<file path="config.mk">
export PLATFORM = sky130hd
export DESIGN_NAME = keyboard_spi_frame_tx
export DESIGN_NICKNAME = d
export VERILOG_FILES = /design/src/rtl/keyboard_spi_frame_tx.sv
export SDC_FILE = /design/constraint.sdc
export NUM_CORES = 1
export LEC_CHECK = 0
export CORE_MARGIN = 1.5
export CORE_UTILIZATION = 42
export CTS_CLUSTER_SIZE = 12
export DETAILED_ROUTE_END_ITERATION = 10
export DONT_BUFFER_PORTS = 1
export PLACE_DENSITY_LB_ADDON = 0.08
export SYNTH_ARGS = -nofsm -noshare
export SYNTH_HDL_FRONTEND = slang
export SYNTH_SLANG_ARGS = --single-unit
</file>
<file path="constraint.sdc">
create_clock -name clk -period 3.6 [get_ports clk]
set_clock_uncertainty 0.1 [all_clocks]
set_input_delay 0.36 -clock clk [delete_from_list [all_inputs] [get_ports clk]]
set_output_delay 0.36 -clock clk [all_outputs]
set_load 0.02 [all_outputs]
</file>
<file path="src/rtl/keyboard_spi_frame_tx.sv">
// SPI master sending a one-time sync word, then 128-bit note frames (3 periods + control) MSB first.
// Latency: first bit 1 cycle after an accepted start; start is ignored while busy or finishing (no queue).
module keyboard_spi_frame_tx #(
   parameter int          CLK_DIV   = 8,
   parameter logic [31:0] SYNC_WORD = 32'h0000_FFFF
) (
   input  logic        clk,
   input  logic        reset,
   input  logic        start,
   input  logic [31:0] prd1,
   input  logic [31:0] prd2,
   input  logic [31:0] prd3,
   input  logic [1:0]  waveform,
   input  logic [1:0]  notes,
   output logic        sck,
   output logic        sdo,
   output logic        busy,
   output logic        done
);

   localparam int            CW        = (CLK_DIV > 1) ? $clog2(CLK_DIV) : 1;
   localparam logic [CW-1:0] HALF_LAST = CW'(CLK_DIV - 1);

   typedef enum logic [1:0] {IDLE, SYNC, FRAME, FINISH} state_t;

   state_t         state_q, state_d;
   logic [CW-1:0]  half_q, half_d;
   logic [6:0]     bit_q, bit_d;
   logic [127:0]   shadow_q, shadow_d;
   logic           synced_q, synced_d;
   logic           sck_q, sck_d;
   logic           sdo_q, sdo_d;
   logic           busy_q, busy_d;
   logic           done_q, done_d;

   logic [127:0]   frame_word;
   logic [6:0]     bit_dec;

   assign frame_word = {prd1, prd2, prd3, 28'b0, notes, waveform};
   assign bit_dec    = bit_q - 7'd1;

   always_comb begin
      state_d  = state_q;
      half_d   = half_q;
      bit_d    = bit_q;
      shadow_d = shadow_q;
      synced_d = synced_q;
      sck_d    = sck_q;
      sdo_d    = sdo_q;
      busy_d   = busy_q;
      done_d   = 1'b0;

      case (state_q)
         IDLE: begin
            if (start) begin
               shadow_d = frame_word;
               busy_d   = 1'b1;
               sck_d    = 1'b0;
               half_d   = '0;
               if (synced_q) begin
                  state_d = FRAME;
                  bit_d   = 7'd127;
                  sdo_d   = frame_word[127];
               end else begin
                  state_d = SYNC;
                  bit_d   = 7'd31;
                  sdo_d   = SYNC_WORD[31];
               end
            end
         end
         SYNC, FRAME: begin
            if (half_q != HALF_LAST) begin
               half_d = half_q + CW'(1);
            end else begin
               half_d = '0;
               if (!sck_q) begin
                  sck_d = 1'b1;
               end else begin
                  // End of a bit: sck falls and sdo moves on in the same cycle.
                  sck_d = 1'b0;
                  if (bit_q != 7'd0) begin
                     bit_d = bit_dec;
                     sdo_d = (state_q == SYNC) ? SYNC_WORD[bit_dec[4:0]] : shadow_q[bit_dec];
                  end else if (state_q == SYNC) begin
                     synced_d = 1'b1;
                     state_d  = FRAME;
                     bit_d    = 7'd127;
                     sdo_d    = shadow_q[127];
                  end else begin
                     state_d = FINISH;
                     sdo_d   = 1'b0;
                     busy_d  = 1'b0;
                     done_d  = 1'b1;
                  end
               end
            end
         end
         FINISH: begin
            state_d = IDLE;
         end
         default: begin
            state_d = IDLE;
         end
      endcase
   end

   always_ff @(posedge clk) begin
      if (reset) begin
         state_q  <= IDLE;
         half_q   <= '0;
         bit_q    <= '0;
         shadow_q <= '0;
         synced_q <= 1'b0;
         sck_q    <= 1'b0;
         sdo_q    <= 1'b0;
         busy_q   <= 1'b0;
         done_q   <= 1'b0;
      end else begin
         state_q  <= state_d;
         half_q   <= half_d;
         bit_q    <= bit_d;
         shadow_q <= shadow_d;
         synced_q <= synced_d;
         sck_q    <= sck_d;
         sdo_q    <= sdo_d;
         busy_q   <= busy_d;
         done_q   <= done_d;
      end
   end

   assign sck  = sck_q;
   assign sdo  = sdo_q;
   assign busy = busy_q;
   assign done = done_q;

endmodule

</file>
Word level (Yosys, flattened, before mapping)

Memories as Yosys holds them, arrays and structs flattened.
Index checks and enable logic that the tools add are counted.

$add $sub $neg: 2
$lt $le $gt $ge: 2
Equality and inequality tests: 10
Mux-type cells: 39
Bitwise gates (word level): 4
Reductions and logical operators: 13

Operators by type and width:

| kind                | count |
|---|---|
| $mux 7              | 6 |
| $mux 1              | 19 |
| $pmux 7 s2          | 1 |
| $mux 2              | 5 |
| $ne 2x2->1 const B  | 5 |
| $reduce_and 5->1    | 2 |
| $lt 7x8->1 const B  | 1 |
| $reduce_and 4->1    | 2 |
| $bmux 1 s7          | 1 |
| $reduce_bool 7->1   | 1 |
| $sub 7x1->7 const B | 1 |
| $lt 5x6->1 const B  | 1 |
| $mux 3              | 2 |
| $ne 3x3->1 const B  | 2 |
| $pmux 1 s2          | 3 |
| $pmux 2 s3          | 1 |
| $pmux 3 s2          | 1 |
| $reduce_and 6->1    | 1 |
| $reduce_or 5->1     | 1 |
| $eq 2x2->1 const B  | 2 |
| $not 1->1           | 4 |
| $reduce_and 2->1    | 2 |
| $add 3x1->3 const B | 1 |
| $reduce_and 3->1    | 1 |
| other kinds (4)     | 4 |

Flip-flop bits (word level): 117
ROM bits: 32
Input port bits: 103
Output and inout port bits: 4
Logic and storage cells: 80
Memories kept: 1

Memory list:

| name            | words | bits a word | read ports | clocked after memory_dff | wr ports | RTL line | RTL |
|---|---|---|---|---|---|---|---|
| (no name shown) | 32    | 1           | 1          | 0                        | 0        | 83       | `sdo_d = (state_q == SYNC) ? SYNC_WORD[bit_dec[4:0]] : shadow_q[bit_dec];` |

Logic depth before layout (Yosys ltp)

Depth after elaboration: 8
Depth in mapped cells: 11

Least setup slack after synthesis

No wires, ideal clock.

Path kind: reg2reg
Start: register bit_q[0]
End: register sdo_q, in the netlist sdo
Library setup time: 0.127 ns
Arrival time: 2.762 ns
Data required time: 3.373 ns
Path slack: 0.611 ns
Stages on the path, launching flop included: 10
Clock period less this slack: 2.989 ns
Path through: dfxtp_1 > buf_4 > inv_1 > ha_1 > xor2_2 > mux4_1 > mux2_2 > a32o_1 > o311ai_1 > a32oi_1

Longest elaborated chain between the ends: 8
Elaborated cells on any way between the ends: 11
Classes of those cells: add/sub: 1; mux: 8; reduce/logical: 1; memory: 1

Ends and longest elaborated chain:

| element                                    | RTL line | RTL |
|---|---|---|
| start: declaration                         | 28       | `logic [6:0] bit_q, bit_d;` |
| start signal: assignment                   | 121      | `bit_q <= bit_d;` |
| $sub 7x1->7                                | 40       | `assign bit_dec = bit_q - 7'd1;` |
| $bmux 1 s7 or $mem_v2 32x1 (tied branches) | -        |  |
| $mux 1 (implied by the code)               | 83       |  |
| $mux 1                                     | 83       |  |
| $mux 1 *                                   | 81       | `if (bit_q != 7'd0) begin` |
| $mux 1 *                                   | 76       | `if (!sck_q) begin` |
| $mux 1 *                                   | 72       | `if (half_q != HALF_LAST) begin` |
| $pmux 1 s2 *                               | 53       | `case (state_q)` |
| end signal: assignment                     | 125      | `sdo_q <= sdo_d;` |
| end: declaration                           | 32       | `logic sdo_q, sdo_d;` |

Every way passes the cells marked *; elsewhere a longest branch is shown, timed or not. The select of a mux whose other input is x is not followed.
A chain may end at the register's enable or synchronous reset.

Worst setup path in the final report

Same ends and word-level chain as after synthesis.

==> results.yml <==
outcome:
  status: "complete, no violations"
sta:
  setup_violations: 0
  finalCritPeriodShare: 0.860
  rsz0062_at_grt: "false"
  layout_setup_ws_ns: 0.505
  fmaxAchievable_mhz: 323
  relSlewSlack: 0.296
  post-route-min-period_ns: 3.10
  slew_violations: 0
  fin_setup_tns_ns: 0
  hold_viol: 0
  worst_pin_slew_ns: 1.06
power:
  power_density_nw_per_um2: 827
  irDropWorstVdd_mv: 0.539
  p_total_w: 0.00558
  leakagePower_nw: 2.54
floorplanning:
  die_w_um: 115
  fp.coreArea_um2: 12100
  die_area_um2: 13100
  num_rows: 40
  io_pins: 107
  initial_utilization: 0.433
  die_h_um: 115
global_routing:
  grt.met3_usage: 0.0646
  grt_max_degree: 117
  antenna_found_initial: 0
  use_met1: 0.278
  use_met2: 0.343
  grt-ovfl-total: 0
  grt_usage: 0.213
  busiest_layer: "met2"
  grt_pass1_vias: 4285
  grt_pass1_wl_mm: 21.4
min_path:
  hold_path_startpoint: "prd1[15]"
  holdPathEnd: "shadow_q[111]"
  hold_path.class: "primary input to flip-flop"
  min_path_cells: 2
detailed_routing:
  wl_per_cell_um: 15.4
  routed_wl_mm: 13.2
  antenna_left: 0
  drt_iter0_drc: 266
  vias: 4455
  vias_per_cell: 5.18
  drtPass1Iterations: 4
  drc: 0
critical_path:
  critical-path-top-delay-family: "multiplexers"
  worstPathArrival_ns: 3.29
  startpoint_type: "flip-flop"
  end_kind: "flip-flop"
  cpMaxStageDelayCell: "mux4_1"
  cp_cell_sequence: "inv_1, ha_1, xor2_2, buf_4, mux4_1, mux2_2, and3_1, o311ai_1, a32oi_1"
  required_ns: 3.79
  crit_path_max_fanout: 12
  path_buf_inv: 2
  r2r_end: "sdo"
  rr_worst_depth: 9
  worst-setup-path-type: "flip-flop to flip-flop"
  reg2reg_slack_ns: 0.50
  crit_cells: 9
  reg2reg_from: "bit_q[0]"
  cpPeakStageDelay_ns: 0.59
yosys:
  async_flop_share: 0
  yosysTopAreaCellShare: 0.448
  ys.flop_type: "dfxtp_1"
  synthCells: 612
  synth.most_common_cell: "nand2_1"
  synth_edf_count: 0
  synth_area_leaders: "dfxtp_1 45%, nand2_1 15%, a21oi_1 10%"
  syn_avg_cell_area_um2: 8.54
  yosysTopAreaCell: "dfxtp_1"
  seq_area_frac_synth: 0.448
  netlist_area_um2: 5230
  syn_nets: 723
  synth.distinct_cells: 49
  ys_warn_count: 0
  synthTopCellsByCount: "215 x nand2_1, 117 x dfxtp_1, 105 x a21oi_1, 37 x clkbuf_1, 21 x mux4_2"
  synth.ff_latch_count: 117
clock_network:
  cts_root_buffer: "clkbuf_16"
  htree_levels: 4
  cts_resized: 0
  cts_made_buffers: 17
  cts_tree: "built"
  cts_max_path_buffers: 2
  clock-sinks: 117
  clk_latency_ns: 0.42
  cts.clk_slew.worst_paths_ns: 0.05
finish:
  stdcell_count: 860
  area_delta_synth_final_pct: 29.3
  final_nets: 792
  multi_input_area_um2: 2690
  nFillCells: 1113
  regArea_um2: 2340
  drive_gt1_frac: 0.0853
  insertedDiodeCount: 0
placed_design:
  place_congestion: 0.787
  dp.cells: 739
  dpl.hpwl_mm: 8.13
  pre_cts_slack_ns: 0.496
  portBuffers: 0
flow_run:
  drv_cap: 0
==> where the power goes <==
group	total (W)	switching (W)	internal, W
Clock	0.00154	0.000549	0.000988
Sequential	0.00173	0.000181	0.00155
Combinational	0.00232	0.00136	0.000958
Total	0.00558	0.00209	0.00349
==> per-layer routing <==
layer  vias to the layer above  share of wire
li1                       2237              -
met1                      2102           0.46
met2                       105           0.48
met3                        11          0.044
met4                         0          0.012
met5                         -              0
==> cell type report <==
type,count,area share
clock inverter,5,0.00741
multi-input combinational,445,0.398
timing repair buffer,94,0.141
clock buffer,25,0.0719
inverter,6,0.00333
sequential,117,0.347
tap,168,0.0311
==> logic make-up (layout without fill, tap and decap cells) <==
family | after synthesis | in the layout | synth area share
AOI/OAI and AO/OA | 139 | 139 | 0.150
xor gates and xnor gates | 7 | 7 | 0.0132
adders and majority gates | 8 | 8 | 0.0192
buffers and inverters | 50 | 130 | 0.0386
DFF | 117 | 117 | 0.448
muxes | 38 | 38 | 0.140
and+or+nand+nor | 253 | 253 | 0.191
==> cells in the final DEF, fill, tap and decap left out, drive strengths merged, types with 5 or more instances in the layout <==
cell / instances
nor2: 19
a211oi: 8
nand2: 215
xor2: 5
mux4: 26
ha: 8
dfxtp: 117
a21oi: 105
inv: 6
clkbuf: 25
dlygate4sd3: 90
mux2i: 8
==> worst reg2reg max path, cell delays in order (launching register included) <==
cell and delay [ns]:
dfxtp_2 0.31, inv_1 0.20, ha_1 0.32, xor2_2 0.37
buf_4 0.31, mux4_1 0.60, mux2_2 0.27, and3_1 0.18
o311ai_1 0.23, a32oi_1 0.09
==> through the flow <==
step | area (um2) | hold WS [ns] | utilization
4_1_cts | 6750 | 0.000256 | 0.560
2_1_floorplan | 5230 | 0.332 | -
5_1_grt | 6750 | 0.0141 | 0.560
3_3_place_gp | 5290 | 0.335 | 0.439
3_5_place_dp | 5290 | 0.341 | 0.439
6_report | 6750 | 0.00991 | 0.560
==> flip-flops by register name, summed over array words and instances, names as in the netlist <==
register  cells
bit_q         7
busy          1
done          1
half_q        3
sck           1
sdo           1
shadow_q    100
state_q       2
synced_q      1
==> worst max path at each step <==
stage / startpoint / to / slack (ns)
after floorplan: bit_q[0] / sdo / 0.61
after global placement: bit_q[0] / sdo / 0.61
after detailed placement: bit_q[0] / sdo / 0.50
after CTS: bit_q[0] / sdo / 0.48
after global routing: bit_q[0] / sdo / 0.33
final: bit_q[0] / sdo / 0.50
==> timing repair <==
action                                 CTS  global route
buffers inserted                         0             0
endpoints found under the hold margin  116             0
hold buffers                            91             0
Power figures use the tool's default switching activity.
